==> config.mk <==
export PLATFORM = sky130hd
export DESIGN_NAME = int_ack_sequencer
export DESIGN_NICKNAME = d
export VERILOG_FILES = /design/src/rtl/intc_pkg.sv /design/src/rtl/prio_resolver.sv /design/src/rtl/int_ack_sequencer.sv
export SDC_FILE = /design/constraint.sdc
export NUM_CORES = 1
export LEC_CHECK = 0
export ABC_AREA = 0
export CAP_MARGIN = 15
export CORE_AREA = 2 2 117 119
export DETAILED_ROUTE_END_ITERATION = 10
export DIE_AREA = 0 0 119 121
export PLACE_DENSITY = 0.59
export SYNTH_ARGS = -nofsm -noshare
export SYNTH_HDL_FRONTEND = slang
export SYNTH_HIERARCHICAL = 1
export SYNTH_SLANG_ARGS = --single-unit
==> constraint.sdc <==
create_clock -name clk -period 6.85 [get_ports clk]
set_input_delay 1.37 -clock clk [delete_from_list [all_inputs] [get_ports clk]]
set_output_delay 1.37 -clock clk [all_outputs]
set_load 0.05 [all_outputs]
==> src/rtl/intc_pkg.sv <==
// Shared types and helpers for the interrupt acknowledge sequencer.
package intc_pkg;

  // Acknowledge handshake phases.
  typedef enum logic [1:0] {
    ST_IDLE,
    ST_REQ,
    ST_ACK1,
    ST_ACK2
  } ack_state_e;

  // Number of bits needed to index n interrupt levels.
  function automatic int idx_width(input int n);
    int w;
    w = 0;
    while ((1 << w) < n) w++;
    return w;
  endfunction

  // Level reported when an acknowledge finds no winning request.
  function automatic int spurious_level(input int n);
    return n - 1;
  endfunction

endpackage

==> src/rtl/prio_resolver.sv <==
// Combinational priority resolver: walks the levels from highest to lowest
// priority (starting just above the pointer) and picks the first pending
// request, unless an in-service level of equal or higher priority is met first.
module prio_resolver
  import intc_pkg::*;
#(
  parameter int N_IRQ = 8,
  localparam int IDX_W = idx_width(N_IRQ)
) (
  input  logic [N_IRQ-1:0] req,
  input  logic [N_IRQ-1:0] isr,
  input  logic [IDX_W-1:0] ptr,
  output logic             win_valid,
  output logic [IDX_W-1:0] win_idx
);

  int               lvl;
  logic [IDX_W-1:0] lvl_idx;
  logic             done;

  // Scan levels in priority order; an in-service bit blocks everything below it.
  always_comb begin
    win_valid = 1'b0;
    win_idx   = '0;
    done      = 1'b0;
    lvl       = 0;
    lvl_idx   = '0;
    for (int r = 0; r < N_IRQ; r++) begin
      lvl = int'(ptr) + 1 + r;
      if (lvl >= N_IRQ) lvl = lvl - N_IRQ;
      lvl_idx = IDX_W'(lvl);
      if (!done) begin
        if (isr[lvl_idx]) begin
          done = 1'b1;
        end else if (req[lvl_idx]) begin
          win_valid = 1'b1;
          win_idx   = lvl_idx;
          done      = 1'b1;
        end
      end
    end
  end

endmodule

==> src/rtl/int_ack_sequencer.sv <==
// Interrupt acknowledge sequencer: raises INT for the highest-priority
// eligible request, runs the two-pulse INTA handshake, maintains the
// in-service register and presents the vector during the second INTA phase.
module int_ack_sequencer
  import intc_pkg::*;
#(
  parameter int N_IRQ = 8,
  parameter int VEC_W = 8,
  localparam int IDX_W = idx_width(N_IRQ)
) (
  input  logic                   clk,
  input  logic                   rst_n,
  input  logic [N_IRQ-1:0]       IRR,
  input  logic [N_IRQ-1:0]       IMR,
  input  logic                   INTA,
  input  logic                   auto_eoi,
  input  logic                   rotate,
  input  logic                   eoi,
  input  logic                   eoi_specific,
  input  logic [IDX_W-1:0]       eoi_level,
  input  logic [VEC_W-IDX_W-1:0] vec_base,
  output logic                   INT,
  output logic [N_IRQ-1:0]       irr_clr,
  output logic [N_IRQ-1:0]       ISR,
  output logic [VEC_W-1:0]       vector_address,
  output logic                   vec_valid
);

  localparam logic [IDX_W-1:0] SPUR_IDX = IDX_W'(spurious_level(N_IRQ));
  localparam logic [IDX_W-1:0] LAST_IDX = IDX_W'(N_IRQ - 1);
  localparam logic [N_IRQ-1:0] ONE      = N_IRQ'(1);

  ack_state_e       state_q, state_d;
  logic             inta_q, inta_q2;
  logic             inta_fall, inta_rise;
  logic [IDX_W-1:0] ptr_q, ptr_d, eff_ptr;
  logic [IDX_W-1:0] idx_q, idx_d;
  logic             spurious_q, spurious_d;
  logic [N_IRQ-1:0] isr_q, isr_d;
  logic [N_IRQ-1:0] set_mask, clr_mask;
  logic [N_IRQ-1:0] irr_clr_q;
  logic [VEC_W-1:0] vec_addr_q;
  logic             int_q, vec_valid_q;
  logic             win_valid, isr_any;
  logic [IDX_W-1:0] win_idx, isr_top_idx;
  logic             ack_take, vec_load, ack_done;

  assign inta_fall = inta_q2 & ~inta_q;
  assign inta_rise = ~inta_q2 & inta_q;
  assign eff_ptr   = rotate ? ptr_q : LAST_IDX;

  prio_resolver #(.N_IRQ(N_IRQ)) u_win (
    .req       (IRR & ~IMR),
    .isr       (isr_q),
    .ptr       (eff_ptr),
    .win_valid (win_valid),
    .win_idx   (win_idx)
  );

  prio_resolver #(.N_IRQ(N_IRQ)) u_top_isr (
    .req       (isr_q),
    .isr       ({N_IRQ{1'b0}}),
    .ptr       (eff_ptr),
    .win_valid (isr_any),
    .win_idx   (isr_top_idx)
  );

  // State register plus the INTA synchroniser used for edge detection.
  always_ff @(posedge clk or negedge rst_n) begin
    if (!rst_n) begin
      state_q <= ST_IDLE;
      inta_q  <= 1'b1;
      inta_q2 <= 1'b1;
    end else begin
      state_q <= state_d;
      inta_q  <= INTA;
      inta_q2 <= inta_q;
    end
  end

  // Handshake sequencing; INTA edges outside a request are ignored.
  always_comb begin
    state_d = state_q;
    case (state_q)
      ST_IDLE: if (win_valid) state_d = ST_REQ;
      ST_REQ:  if (inta_fall) state_d = ST_ACK1;
      ST_ACK1: if (inta_fall) state_d = ST_ACK2;
      ST_ACK2: if (inta_rise) state_d = ST_IDLE;
      default: state_d = ST_IDLE;
    endcase
  end

  // Derive ISR set/clear masks, latched index and rotation pointer updates.
  always_comb begin
    ack_take   = (state_q == ST_REQ) && inta_fall;
    vec_load   = (state_q == ST_ACK1) && inta_fall;
    ack_done   = (state_q == ST_ACK2) && inta_rise;
    set_mask   = '0;
    clr_mask   = '0;
    ptr_d      = ptr_q;
    idx_d      = idx_q;
    spurious_d = spurious_q;
    if (ack_take) begin
      spurious_d = !win_valid;
      idx_d      = win_valid ? win_idx : SPUR_IDX;
      if (win_valid) set_mask = ONE << win_idx;
    end
    if (ack_done && auto_eoi && !spurious_q) begin
      clr_mask = clr_mask | (ONE << idx_q);
      if (rotate) ptr_d = idx_q;
    end
    if (eoi) begin
      if (eoi_specific) begin
        if (isr_q[eoi_level]) begin
          clr_mask = clr_mask | (ONE << eoi_level);
          if (rotate) ptr_d = eoi_level;
        end
      end else if (isr_any) begin
        clr_mask = clr_mask | (ONE << isr_top_idx);
        if (rotate) ptr_d = isr_top_idx;
      end
    end
    isr_d = (isr_q & ~clr_mask) | set_mask;
  end

  // Datapath and registered outputs.
  always_ff @(posedge clk or negedge rst_n) begin
    if (!rst_n) begin
      isr_q       <= '0;
      ptr_q       <= LAST_IDX;
      idx_q       <= '0;
      spurious_q  <= 1'b0;
      irr_clr_q   <= '0;
      int_q       <= 1'b0;
      vec_valid_q <= 1'b0;
      vec_addr_q  <= '0;
    end else begin
      isr_q       <= isr_d;
      ptr_q       <= ptr_d;
      idx_q       <= idx_d;
      spurious_q  <= spurious_d;
      irr_clr_q   <= set_mask;
      int_q       <= (state_d == ST_REQ);
      vec_valid_q <= (state_d == ST_ACK2);
      if (vec_load) vec_addr_q <= {vec_base, idx_q};
    end
  end

  assign INT            = int_q;
  assign irr_clr        = irr_clr_q;
  assign ISR            = isr_q;
  assign vector_address = vec_addr_q;
  assign vec_valid      = vec_valid_q;

endmodule

==> impl_metrics.sql <==
INSERT INTO impl_metrics (metric_group, metric, value, unit) VALUES
('status', 'outcome', 'complete, no violations', ''),
('synthesis', 'ys_seq_area_share', '20.8', '%'),
('critical_path', 'end_kind', 'flip-flop', ''),
('finish', 'antenna_cells_inserted', '0', ''),
('synthesis', 'synth.top_cells.by_count', 'nor2_1, dfrtp_1, mux2i_1', ''),
('clocking', 'clk_pin_slew', '0.05', 'ns'),
('sta', 'timing.final.setup_violations', '0', ''),
('synthesis', 'synth-main-ff-cell', 'dfrtp_1', ''),
('grt', 'grt_remaining_overflow', '0', ''),
('place', 'gpl.final_weighted_congestion', '0.928', ''),
('floorplanning', 'fp.dieW', '119', 'µm'),
('clocking', 'ctsRootBufferMaster', 'clkbuf_16', ''),
('finish', 'final_util', '41.9', '%'),
('finish', 'fin_area', '5480', 'µm²'),
('synthesis', 'synthCells', '476', ''),
('sta', 'fin_worst_hold_slack', '0.400', 'ns'),
('grt', 'via_count_of_the_first_global_routing_pass', '4011', ''),
('floorplanning', 'die_h', '121', 'µm'),
('synthesis', 'syn_area', '4470', 'µm²'),
('clocking', 'cts_setup_buffers', '0', ''),
('synthesis', 'yosys.area.top_type', 'dfrtp_1', ''),
('detailed_routing', 'drtAntennaViolNets', '0', ''),
('detailed_routing', 'total_wirelength', '12400', 'µm'),
('sta', 'worstMarginPinSlew', '0.889', 'ns'),
('critical_path', 'crit_required', '7.07', 'ns'),
('sta', 'relSlewSlack', '39.2', '%'),
('floorplanning', 'initial_utilization', '34.2', '%'),
('pwr', 'ir_drop', '0.152', 'mV'),
('sta', 'totalNegativeSetupSlack', '0', 'ns'),
('clocking', 'clock_sinks', '37', ''),
('critical_path', 'critical-path-slowest-cell', 'ha_1', ''),
('sta', 'post-route-period-util', '89.9', '%'),
('place', 'placed_area', '5310', 'µm²'),
('critical_path', 'path_class', 'primary input to flip-flop', ''),
('job', 'drv_cap', '0', ''),
('pwr', 'power.static_leakage', '2.15', 'nW'),
('synthesis', 'postSynthAreaPerCell', '9.39', 'µm²'),
('clocking', 'cts_hold_buf', '0', ''),
('critical_path', 'cp_cell_sequence', 'clkdlybuf4s50_1 -> nand2b_4 -> inv_1 -> ha_1 -> buf_4 -> mux4_2 -> mux2_4 -> nand2b_4 -> a211oi_1 -> nor3b_2 -> a211oi_1 -> a32oi_1 -> inv_1 -> nor3_1 -> a31o_2', ''),
('critical_path', 'startpoint_type', 'primary input', ''),
('grt', 'grt_first_pass_wirelength', '20100', 'µm'),
('synthesis', 'synthMostInstantiatedCell', 'nor2_1', ''),
('pwr', 'pwr_density_cell', '470', 'nW/µm²'),
('pwr', 'design_internal_power', '1.26', 'mW'),
('finish', 'nFillCells', '1278', ''),
('critical_path', 'cpPeakStageDelay', '0.76', 'ns'),
('min_path', 'min_delay_path_class', 'flip-flop to flip-flop', ''),
('sta', 'rsz_0062_raised_after_global_routing', 'false', ''),
('synthesis', 'yosys.area.top_type_share', '17.9', '%'),
('detailed_routing', 'drt_iter0_markers', '307', ''),
('sta', 'final.setup_skew', '0.00598', 'ns'),
('clocking', 'clock_path_buffers', '2', ''),
('pwr', 'power.sequential.fraction', '16.6', '%'),
('detailed_routing', 'detailed_route_vias_per_instance', '5.71', ''),
('clocking', 'insertion_delay', '0.28', 'ns'),
('floorplanning', 'core_area', '13100', 'µm²'),
('floorplanning', 'rows', '42', ''),
('synthesis', 'synth.area.top_cells', 'dfrtp_1, mux4_2, mux2i_1, mux2_2, nor2_1', ''),
('clocking', 'cts_inserted_buffers', '5', ''),
('floorplanning', 'die_area', '14400', 'µm²'),
('sta', 'timing_max_transition_violations_final', '0', ''),
('sta', 'hold_violations', '0', ''),
('critical_path', 'crit_path_max_fanout', '19', ''),
('floorplanning', 'top_level_ports', '57', ''),
('sta', 'final_critical_period', '6.16', 'ns'),
('grt', 'grt_antenna_before_repair', '0', ''),
('grt', 'grt.total_usage', '17.0', '%'),
('grt', 'grt_start_max_net_pins', '43', ''),
('pwr', 'p_clk_share', '10.2', '%'),
('critical_path', 'cp.arrival', '6.38', 'ns'),
('clocking', 'cts_resized', '0', '');
==> worst max-delay path: cells and delay by family <==
kind	cells	cell delay, ns
AOI/OAI and AO/OA	4	1.04
adders and majority gates	1	0.76
buffers and inverters	4	1.28
muxes	2	0.64
and+or+nand+nor	4	1.27
==> per-stage QoR <==
step           cells  total power [mW]  worst slack (ns)
2_1_floorplan    515              1.83             0.963
3_3_place_gp     731              2.28             0.460
3_5_place_dp     731              2.29             0.416
4_1_cts          739              2.56             0.689
5_1_grt          739              2.75             0.277
6_report         739              2.58             0.694
==> logic make-up (layout without fill, tap and decap cells) <==
family	after synthesis	count (layout)	share of synthesized area (%)
simple gates	191	191	25.4
compound gates	115	115	18.9
mux	78	78	26.0
buf+inv	41	89	5.18
flops	37	37	20.8
xor+xnor	8	8	2.24
fa+ha+maj	5	5	1.34
other cells	1	40	0.0839
==> area by class of cell <==
cell class              count  area, µm²  share of cell area (%)
flip-flops and latches     37        932                    17.0
clock buffers               7        143                    2.60
multi-input cells         437       3460                    63.2
clock inverters             1       30.0                   0.548
well taps                 176        220                    4.02
inverters                  14       52.6                   0.959
repair buffers             67        638                    11.6
==> routing by layer <==
layer,up-vias,wire length (µm),GRT usage (%)
li1,1997,-,-
met5,-,0,0
met3,17,510,2.44
met1,2085,5620,22.2
met4,0,182,4.17
met2,124,6110,29.6
==> cells in the final DEF (no fill, tap or decap), types with 13 or more instances in the layout <==
| master | instances |
|---|---|
| mux4_2 | 28 |
| clkdlybuf4s50_1 | 55 |
| nor2b_1 | 19 |
| nor2_1 | 45 |
| nand2b_1 | 13 |
| a211oi_1 | 13 |
| o21ai_0 | 16 |
| inv_1 | 14 |
| a21oi_1 | 21 |
| nor3_1 | 28 |
| mux2i_1 | 31 |
| mux2_2 | 17 |
| nand3_1 | 14 |
| conb_1 | 40 |
| nand2_1 | 17 |
| dfrtp_1 | 32 |
==> power by group through the flow <==
stage / Combinational, mW / Clock [mW] / Sequential (mW)
floorplan: 1.29 / 0 / 0.548
global placement: 1.86 / 0 / 0.426
detailed placement: 1.86 / 0 / 0.431
CTS: 1.87 / 0.267 / 0.427
global route: 2.03 / 0.277 / 0.443
finish: 1.89 / 0.263 / 0.428
==> registers in the layout (all words and copies together) (netlist names) <==
signal and cells:
ISR 8, irr_clr 8, vector_address 8, idx_q 3
ptr_q 3, state_q 2, INT 1, inta_q 1
inta_q2 1, spurious_q 1, vec_valid 1
==> worst paths after layout <==
path | startpoint | endpoint | slack (ns) | cells past startpoint
hold reg to reg | inta_q | inta_q2 | 0.40 | 0
min in group asynchronous | rst_n | vector_address[3] | 1.17 | 1
setup reg to reg | ptr_q[0] | ISR[7] | 1.92 | 14
hold / removal | inta_q | inta_q2 | 0.40 | 0
setup / recovery | rotate | ISR[7] | 0.69 | 15
max in group asynchronous | rst_n | spurious_q | 5.18 | 1
Note: power is estimated with default switching activity, not from simulation.
